[src/rtl/sramlike_arbiter_pkg.sv]
// Shared types and constants for the sram-like port arbiter.
// State encoding, owner codes and transfer size codes.
package sramlike_arbiter_pkg;

    typedef enum logic [1:0] {
        IDLE = 2'd0,
        REQ  = 2'd1,
        WAIT = 2'd2
    } arb_state_e;

    localparam logic OWNER_INST = 1'b0;
    localparam logic OWNER_DATA = 1'b1;

    localparam logic [1:0] SIZE_BYTE = 2'd0;
    localparam logic [1:0] SIZE_HALF = 2'd1;
    localparam logic [1:0] SIZE_WORD = 2'd2;

endpackage

[src/rtl/sramlike_rr_picker.sv]
// Two-way requester picker: fixed priority (data first)
// or round-robin (side not served last wins a tie).
module sramlike_rr_picker
    import sramlike_arbiter_pkg::*;
#(
    parameter int unsigned ARB_MODE = 0
) (
    input  logic [1:0] reqs_i,
    input  logic       last_served_i,
    output logic       winner_o
);

    // Pick an owner from the {data, inst} request pair
    always_comb begin
        winner_o = OWNER_INST;
        case (reqs_i)
            2'b01:   winner_o = OWNER_INST;
            2'b10:   winner_o = OWNER_DATA;
            2'b11:   winner_o = (ARB_MODE == 0) ? OWNER_DATA
                                                : ~last_served_i;
            default: winner_o = OWNER_INST;
        endcase
    end

endmodule

[src/rtl/sramlike_arbiter.sv]
// Shares one sram-like memory port between the inst and data
// masters, one outstanding transaction at a time.
module sramlike_arbiter
    import sramlike_arbiter_pkg::*;
#(
    parameter int unsigned ARB_MODE = 0
) (
    input  logic        clk,
    input  logic        rst,
    input  logic        inst_req,
    input  logic        inst_wr,
    input  logic [1:0]  inst_size,
    input  logic [31:0] inst_addr,
    input  logic [31:0] inst_wdata,
    output logic [31:0] inst_rdata,
    output logic        inst_addr_ok,
    output logic        inst_data_ok,
    input  logic        data_req,
    input  logic        data_wr,
    input  logic [1:0]  data_size,
    input  logic [31:0] data_addr,
    input  logic [31:0] data_wdata,
    output logic [31:0] data_rdata,
    output logic        data_addr_ok,
    output logic        data_data_ok,
    output logic        mem_req,
    output logic        mem_wr,
    output logic [1:0]  mem_size,
    output logic [31:0] mem_addr,
    output logic [31:0] mem_wdata,
    input  logic [31:0] mem_rdata,
    input  logic        mem_addr_ok,
    input  logic        mem_data_ok
);

    arb_state_e state_q, state_d;
    logic       owner_q, owner_d;
    logic       last_q, last_d;
    logic       winner;
    logic       own_req;

    sramlike_rr_picker #(
        .ARB_MODE (ARB_MODE)
    ) u_picker (
        .reqs_i        ({data_req, inst_req}),
        .last_served_i (last_q),
        .winner_o      (winner)
    );

    assign own_req    = (owner_q == OWNER_DATA) ? data_req : inst_req;
    assign inst_rdata = mem_rdata;
    assign data_rdata = mem_rdata;

    // State, owner and last-served registers
    always_ff @(posedge clk) begin
        if (rst) begin
            state_q <= IDLE;
            owner_q <= OWNER_INST;
            last_q  <= OWNER_INST;
        end else begin
            state_q <= state_d;
            owner_q <= owner_d;
            last_q  <= last_d;
        end
    end

    // Next state, port mux and handshake routing to the owner
    always_comb begin
        state_d      = state_q;
        owner_d      = owner_q;
        last_d       = last_q;
        mem_req      = 1'b0;
        mem_wr       = 1'b0;
        mem_size     = 2'd0;
        mem_addr     = 32'd0;
        mem_wdata    = 32'd0;
        inst_addr_ok = 1'b0;
        inst_data_ok = 1'b0;
        data_addr_ok = 1'b0;
        data_data_ok = 1'b0;
        unique case (state_q)
            IDLE: begin
                if (inst_req || data_req) begin
                    owner_d = winner;
                    state_d = REQ;
                end
            end
            REQ: begin
                if (!own_req) begin
                    // requester withdrew before acceptance
                    state_d = IDLE;
                end else begin
                    mem_req = 1'b1;
                    if (owner_q == OWNER_DATA) begin
                        mem_wr    = data_wr;
                        mem_size  = data_size;
                        mem_addr  = data_addr;
                        mem_wdata = data_wdata;
                    end else begin
                        mem_wr    = inst_wr;
                        mem_size  = inst_size;
                        mem_addr  = inst_addr;
                        mem_wdata = inst_wdata;
                    end
                    if (mem_addr_ok) begin
                        data_addr_ok = (owner_q == OWNER_DATA);
                        inst_addr_ok = (owner_q == OWNER_INST);
                        last_d       = owner_q;
                        if (mem_data_ok) begin
                            data_data_ok = (owner_q == OWNER_DATA);
                            inst_data_ok = (owner_q == OWNER_INST);
                            state_d      = IDLE;
                        end else begin
                            state_d = WAIT;
                        end
                    end
                end
            end
            WAIT: begin
                data_data_ok = mem_data_ok && (owner_q == OWNER_DATA);
                inst_data_ok = mem_data_ok && (owner_q == OWNER_INST);
                if (mem_data_ok) begin
                    state_d = IDLE;
                end
            end
            default: state_d = IDLE;
        endcase
    end

endmodule

[config.mk]
export PLATFORM = sky130hd
export DESIGN_NAME = sramlike_arbiter
export DESIGN_NICKNAME = d
export VERILOG_FILES = /design/src/rtl/sramlike_arbiter_pkg.sv /design/src/rtl/sramlike_rr_picker.sv /design/src/rtl/sramlike_arbiter.sv
export SDC_FILE = /design/constraint.sdc
export NUM_CORES = 1
export LEC_CHECK = 0
export ABC_AREA = 1
export CORE_AREA = 2 2 118 120
export CTS_BUF_LIST = sky130_fd_sc_hd__clkbuf_16
export CTS_CLUSTER_DIAMETER = 200
export CTS_CLUSTER_SIZE = 20
export DETAILED_ROUTE_END_ITERATION = 10
export DIE_AREA = 0 0 120 122
export HOLD_SLACK_MARGIN = 0.02
export REMOVE_ABC_BUFFERS = 1
export SYNTH_ARGS = -nofsm -noshare
export SYNTH_HDL_FRONTEND = slang
export SYNTH_HIERARCHICAL = 1
export SYNTH_SLANG_ARGS = --single-unit
[constraint.sdc]
create_clock -name clk -period 3.06 [get_ports clk]
set_input_delay 0.612 -clock clk [delete_from_list [all_inputs] [get_ports clk]]
set_output_delay 0.612 -clock clk [all_outputs]
set_load 0.02 [all_outputs]
Word level (Yosys, flattened, before mapping):

Cells that the tools add are included.

* input port bits: 172
* bits in read-only memories: 0
* word-level logic and storage cells: 53
* bits in registers: 3
* bits in writable memories: 0
* memories kept: 0
* output and inout port bits: 136
* bits in latches: 0

* magnitude comparators: 0
* add/sub/neg operators: 0
* multiply operators: 0
* reduce and logical (&&, ||, !) cells: 7
* divide/modulo/power cells: 0
* multiplexer cells: 36
* bitwise gates (word level): 1
* equality and inequality tests: 7
* shift operators: 0

Operator list (number)
* 32-bit two-way mux: 6
* 1-bit two-way mux: 19
* 2-bit two-way mux: 8
* 2-bit == test (second input constant): 3
* 2-bit case mux with 3 select lines: 1
* 2-bit != test (second input constant): 2
* 1-bit case mux with 2 select lines: 2
* 3-bit != test (second input constant): 1
* 3-bit AND reduction: 1
* 2-bit by 1-bit == test with 1-bit output (second input constant): 1
* 1-bit logical AND: 2
* 2-bit zero test: 1
* 2-bit AND reduction: 1
* 2-bit OR reduction: 1
* 1-bit logical OR: 1
* 1-bit NOT: 1

Longest topological paths before layout:

Gate-level depths: netlist of run 1.

* depth after elaboration: 5
* mapped depth: 8
* mapped depth without buffers: 8

Modules after synthesis:

The synthesis of run 1 kept the hierarchy.

By module, submodules not included
* sramlike_arbiter: area each 1769.2 um2, seq. area each 80.1 um2, cells each 336, instances 1
* sramlike_rr_picker: area each 3.8 um2, seq. area each 0.0 um2, cells each 1, instances 1

Least setup slack after synthesis of run 1:

OpenSTA, ideal clock, no wires.

* path kind: input -> output
* start: input data_req
* end: output mem_addr[0]
* data required time: 2.448 ns
* slack: 1.115 ns
* arrival: 1.333 ns
* stages: 5
* buffers on the path: 1
* cell sequence: nand2_1 nand2_2 nand2_4 buf_2 a21oi_1

* longest elaborated chain between the ends: 3

RTL lines
* from (decl): line sramlike_arbiter.sv:18 `input logic data_req,`
* 1-bit two-way mux: line sramlike_arbiter.sv:50 `assign own_req = (owner_q == OWNER_DATA) ? data_req : inst_req;`
* 32-bit two-way mux: line sramlike_arbiter.sv:89 `if (!own_req) begin`
* 32-bit two-way mux: line sramlike_arbiter.sv:81 `unique case (state_q)`
* to (decl): line sramlike_arbiter.sv:29 `output logic [31:0] mem_addr,`

Every way passes these cells.

Final worst setup path of run 1:

* start: input data_req
* end: output mem_addr[1]

The elaborated chain is that of the path after synthesis.

==> results.json, run 1 <==
{
  "grt_pass1_vias": 2610,
  "area_delta_synth_final_pct": 113,
  "hold_buffers": 0,
  "wl_mm": 12.9,
  "insertedDiodeCount": 0,
  "reg2regPathDepth": 8,
  "hp-class": "reg2reg",
  "globalplace.congestion": 0.810,
  "setup_violations": 0,
  "cts_root_buffer": "clkbuf_16",
  "timing.slew.headroom": 0.727,
  "grt-ovfl-total": 0,
  "die_height_um": 122,
  "ios": 308,
  "finalInstanceArea_um2": 3710,
  "worst_setup_path_end_kind": "output pin",
  "min_path_cells": 2,
  "insertion_delay_ns": 0.22,
  "num-fill-cells": 1471,
  "grt_pass1_wl_mm": 17.0,
  "finalMaxSlewViolations": 0,
  "startpoint_type": "input pin",
  "cts_tree": "done",
  "viasPerCell": 4.08,
  "grt_max_degree": 39,
  "cp.required_ns": 2.45,
  "dieWidth_um": 120,
  "yosys_warnings": 6,
  "dieArea_um2": 14600,
  "core-area_um2": 13500,
  "maxCapViolations": 0,
  "clk_pin_slew_ns": 0.03,
  "first_pass_iters": 4,
  "mostFrequentLayoutCells": "clkdlybuf4s50_1, nand2_1, a21oi_1",
  "timing.hold.ws_ns": 0.504,
  "htree_num_levels": 1,
  "layout.nets": 647,
  "crit_end": "mem_addr[1]",
  "status": "finished, final reports clean",
  "final_common_cell": "clkdlybuf4s50_1",
  "arrival_ns": 2.37,
  "cts_setup_buffers": 0,
  "crit_fanout": 27,
  "drtIter0Drc": 129,
  "period_share": 0.975,
  "path_class": "in2out",
  "min_period_ns": 2.98,
  "cts_buffers": 3,
  "grt_usage": 0.161,
  "place_area_um2": 3620,
  "hold_viol": 0,
  "netlist_instances": 334,
  "via_count": 2653,
  "worstMarginPinSlew_ns": 0.410,
  "antenna_found_initial": 0,
  "clock_skew_ns": 0.00129,
  "drive_gt1_frac": 0.0743,
  "cts-resized-gates": 0,
  "rsz0062_at_grt": "false",
  "p_per_area_nw_per_um2": 224,
  "portBuffers": 211,
  "fmax_mhz": 335,
  "syn-cell-area_um2": 1740,
  "ant_nets": 0,
  "route.detailed.drc": 0,
  "cts_buffer_depth": 2,
  "post-dp-hpwl_mm": 11.0,
  "power.total_mw": 0.832,
  "worst-r2r-setup-slack_ns": 1.77,
  "min_from": "state_q[1]",
  "clkSinkCount": 3,
  "r2r_start": "state_q[0]",
  "vdd_drop_max_uv": 186,
  "crit_path_start": "data_req",
  "wl_per_cell_um": 19.8,
  "start_util": 0.129,
  "avgSynthCellArea_um2": 5.22,
  "placementRows": 43,
  "p_leak_nw": 1.56,
  "rr_endpoint": "state_q[1]"
}
[metal layers]
layer	GRT usage	share of wire	up-vias	wire [µm]
met3	0.131	0.18	6	2350
li1	-	-	1255	-
met2	0.256	0.43	219	5530
met4	0.00809	0.0016	4	21
met5	0.0972	0.015	-	188
met1	0.168	0.37	1169	4780
[worst min-delay path by stage]
stage | slack [ns] | to
final | 0.50 | state_q[1]
after detailed placement | 0.48 | state_q[1]
after global placement | 0.48 | state_q[1]
after CTS | 0.50 | state_q[0]
after global routing | 0.53 | state_q[0]
after floorplan | 0.45 | state_q[1]
[flip-flops by register name, indices dropped and copies added (netlist names)]
name     count
owner_q      1
state_q      2
[per-stage QoR]
| step | utilization | instances | TNS (ns) | setup WS [ns] |
|---|---|---|---|---|
| after CTS | 0.274 | 651 | 0 | 0.0785 |
| final | 0.275 | 651 | 0 | 0.0779 |
| after floorplan | - | 247 | -28.80 | -0.571 |
| after global placement | 0.268 | 647 | 0 | 0.103 |
| after global routing | 0.275 | 651 | 0 | 0.00452 |
| after detailed placement | 0.268 | 647 | 0 | 0.0802 |
[power by group]
part | switching, mW | internal [mW] | leakage, nW
logic | 0.269 | 0.313 | 1.49
clock network | 0.0352 | 0.168 | 0.0423
registers | 0.00394 | 0.0430 | 0.0250
[layout make-up]
cell class	count	area, µm²	area share
flip-flops and latches	3	61.3	0.0165
well taps	180	225	0.0607
clock buffers	3	75.1	0.0202
repair buffers	220	2260	0.608
inverters	10	40.0	0.0108
clock inverters	1	3.75	0.00101
multi-input cells	234	1050	0.282
[worst max-delay path, stage by stage]
cell and delay (ns):
clkdlybuf4s50_1 0.47, nand2_1 0.07, nand2_2 0.10, nand2_4 0.07, buf_4 0.22, a21oi_1 0.18, clkdlybuf4s50_1 0.63
Power figures use the tool's default switching activity.
==> run 2: changes to the inputs <==
Settings changed: CORE_AREA 2 2 118 120 to 2 2 121 123, DIE_AREA 0 0 120 122 to 0 0 123 125.
Clock period 3.06 ns to 2.99 ns, I/O delays scaled along.
==> run 2 against run 1 <==
Compared with the run above: utilization fell by 0.78 points; register-to-register slack got worse by 0.10 ns; clock skew barely moved; first-iteration DRC count shrank 39%; worst setup slack improved by 0.034 ns; sequential power grew 3%; combinational power shrank 2%; final area is 2.2% higher; global-route usage shrank 2.5 points.
==> results.json, run 2 (synthesis results as in run 1) <==
{
  "hold_viol": 0,
  "via_count": 2594,
  "portBuffers": 211,
  "startpoint_type": "input pin",
  "p_sw_frac": 0.371,
  "clkSinkCount": 3,
  "p_leak_nw": 2.45,
  "maxCapViolations": 0,
  "worstMarginPinSlew_ns": 0.488,
  "mostFrequentLayoutCells": "clkdlybuf4s50_1, nand2_1, a21oi_1",
  "first_pass_iters": 4,
  "min_from": "state_q[1]",
  "largest_reg_flops": 2,
  "reg_top3": "state_q: 2 flops, owner_q: 1 flops",
  "post-dp-hpwl_mm": 9.89,
  "cts_buffers": 3,
  "final_common_cell": "clkdlybuf4s50_1",
  "power.switching_mw": 0.306,
  "ios": 308,
  "die_height_um": 125,
  "cp.required_ns": 2.39,
  "period_share": 0.963,
  "pwr-share-clk": 0.254,
  "num-fill-cells": 1555,
  "grt_max_degree": 45,
  "pre_cts_ws_ns": -0.0460,
  "finalMaxSlewViolations": 0,
  "cts_buffer_depth": 2,
  "cts_tree": "done",
  "insertion_delay_ns": 0.22,
  "cts_root_buffer": "clkbuf_16",
  "p_int_mw": 0.519,
  "register_area_um2": 61.3,
  "pwr-share-seq": 0.058,
  "crit_path_start": "inst_req",
  "fmax_mhz": 347,
  "vdd_drop_max_uv": 305,
  "p_per_area_nw_per_um2": 218,
  "rsz0062_at_grt": "false",
  "wl_per_cell_um": 18.3,
  "dieArea_um2": 15400,
  "ant_nets": 0,
  "drive_gt1_frac": 0.0572,
  "top_register": "state_q",
  "multi_input_area_um2": 1050,
  "power.total_mw": 0.826,
  "area_delta_synth_final_pct": 118,
  "route.detailed.drc": 0,
  "clock_skew_ns": 0.00150,
  "arrival_ns": 2.28,
  "drtIter0Drc": 79,
  "grt_pass1_wl_mm": 15.2,
  "worst_setup_path_end_kind": "output pin",
  "core-area_um2": 14200,
  "placementRows": 44,
  "tns_ns": 0,
  "layout.nets": 648,
  "hp-class": "reg2reg",
  "timing.hold.ws_ns": 0.484,
  "worst-r2r-setup-slack_ns": 1.67,
  "start_util": 0.123,
  "wl_mm": 12.0,
  "status": "finished, final reports clean",
  "viasPerCell": 3.95,
  "crit_fanout": 11,
  "insertedDiodeCount": 0,
  "r2r_start": "owner_q",
  "min_period_ns": 2.88,
  "antenna_found_initial": 0,
  "timing.slew.headroom": 0.675,
  "power_frac_comb": 0.688,
  "setup_violations": 0,
  "grt-ovfl-total": 0,
  "dieWidth_um": 123,
  "globalplace.congestion": 0.855,
  "grt_usage": 0.136,
  "htree_num_levels": 1,
  "path_class": "in2out",
  "cts_setup_buffers": 0,
  "grt_pass1_vias": 2315,
  "worst_slack_ns": 0.112,
  "clk_pin_slew_ns": 0.03
}
==> run 2: changes by cell type in the layout (fill, tap and decap cells not counted) <==
cell and change:
buf_4 -2, dlymetal6s2s_1 +51, buf_12 -6, dlygate4sd2_1 +5, clkdlybuf4s50_1 -47
==> run 2: layout make-up <==
| class | count | area share |
|---|---|---|
| flip-flops and latches | 3 | 0.0162 |
| multi-input cells | 234 | 0.276 |
| inverters | 10 | 0.0106 |
| well taps | 184 | 0.0607 |
| repair buffers | 221 | 0.616 |
| clock inverters | 1 | 0.000990 |
| clock buffers | 3 | 0.0198 |
==> run 2: power by group through the flow <==
stage	sequential, mW	clock (mW)	combinational, mW
final	0.0483	0.210	0.568
after detailed placement	0.0486	0	0.583
after floorplan	0.0612	0	0.215
after global routing	0.0488	0.215	0.619
after global placement	0.0488	0	0.584
after CTS	0.0483	0.212	0.584
==> run 2: path summary, 6_finish.rpt <==
kind | end | cells after the start
worst max-delay path | mem_addr[7] | 7
worst min-delay path | state_q[1] | 2
worst min register to register | state_q[1] | 2
worst max register to register | state_q[1] | 7
==> run 2: what timing repair did <==
| item | 4_1_cts | 5_1_grt |
|---|---|---|
| setup endpoints to repair | 5 | 56 |
| hold buffers | 0 | 0 |
| gates resized for setup | 5 | 56 |
| gates cloned | 0 | 0 |
==> run 2: stage by stage <==
stage               utilization  instances  area [µm²]
finish                    0.267        656        3790
global route              0.267        656        3790
CTS                       0.257        656        3650
detailed placement        0.252        652        3580
global placement          0.252        652        3580
floorplan                     -        247        1150
==> run 2: metal layers <==
metal  part of all wire  global-route usage  vias to the layer above  wire length [µm]
li1                   -                   -                     1259                 -
met1               0.35               0.144                     1106              4190
met2               0.42               0.203                      223              5040
met3               0.22               0.129                        4              2660
met4            0.00017             0.00802                        2                 2
met5             0.0083              0.0461                        -               100
==> run 2: worst max-delay path: stages <==
cell	delay (ns)
clkdlybuf4s50_1	0.48
nand2_1	0.07
nand2_2	0.10
nand2_4	0.12
buf_4	0.18
a21oi_1	0.11
clkdlybuf4s50_1	0.62
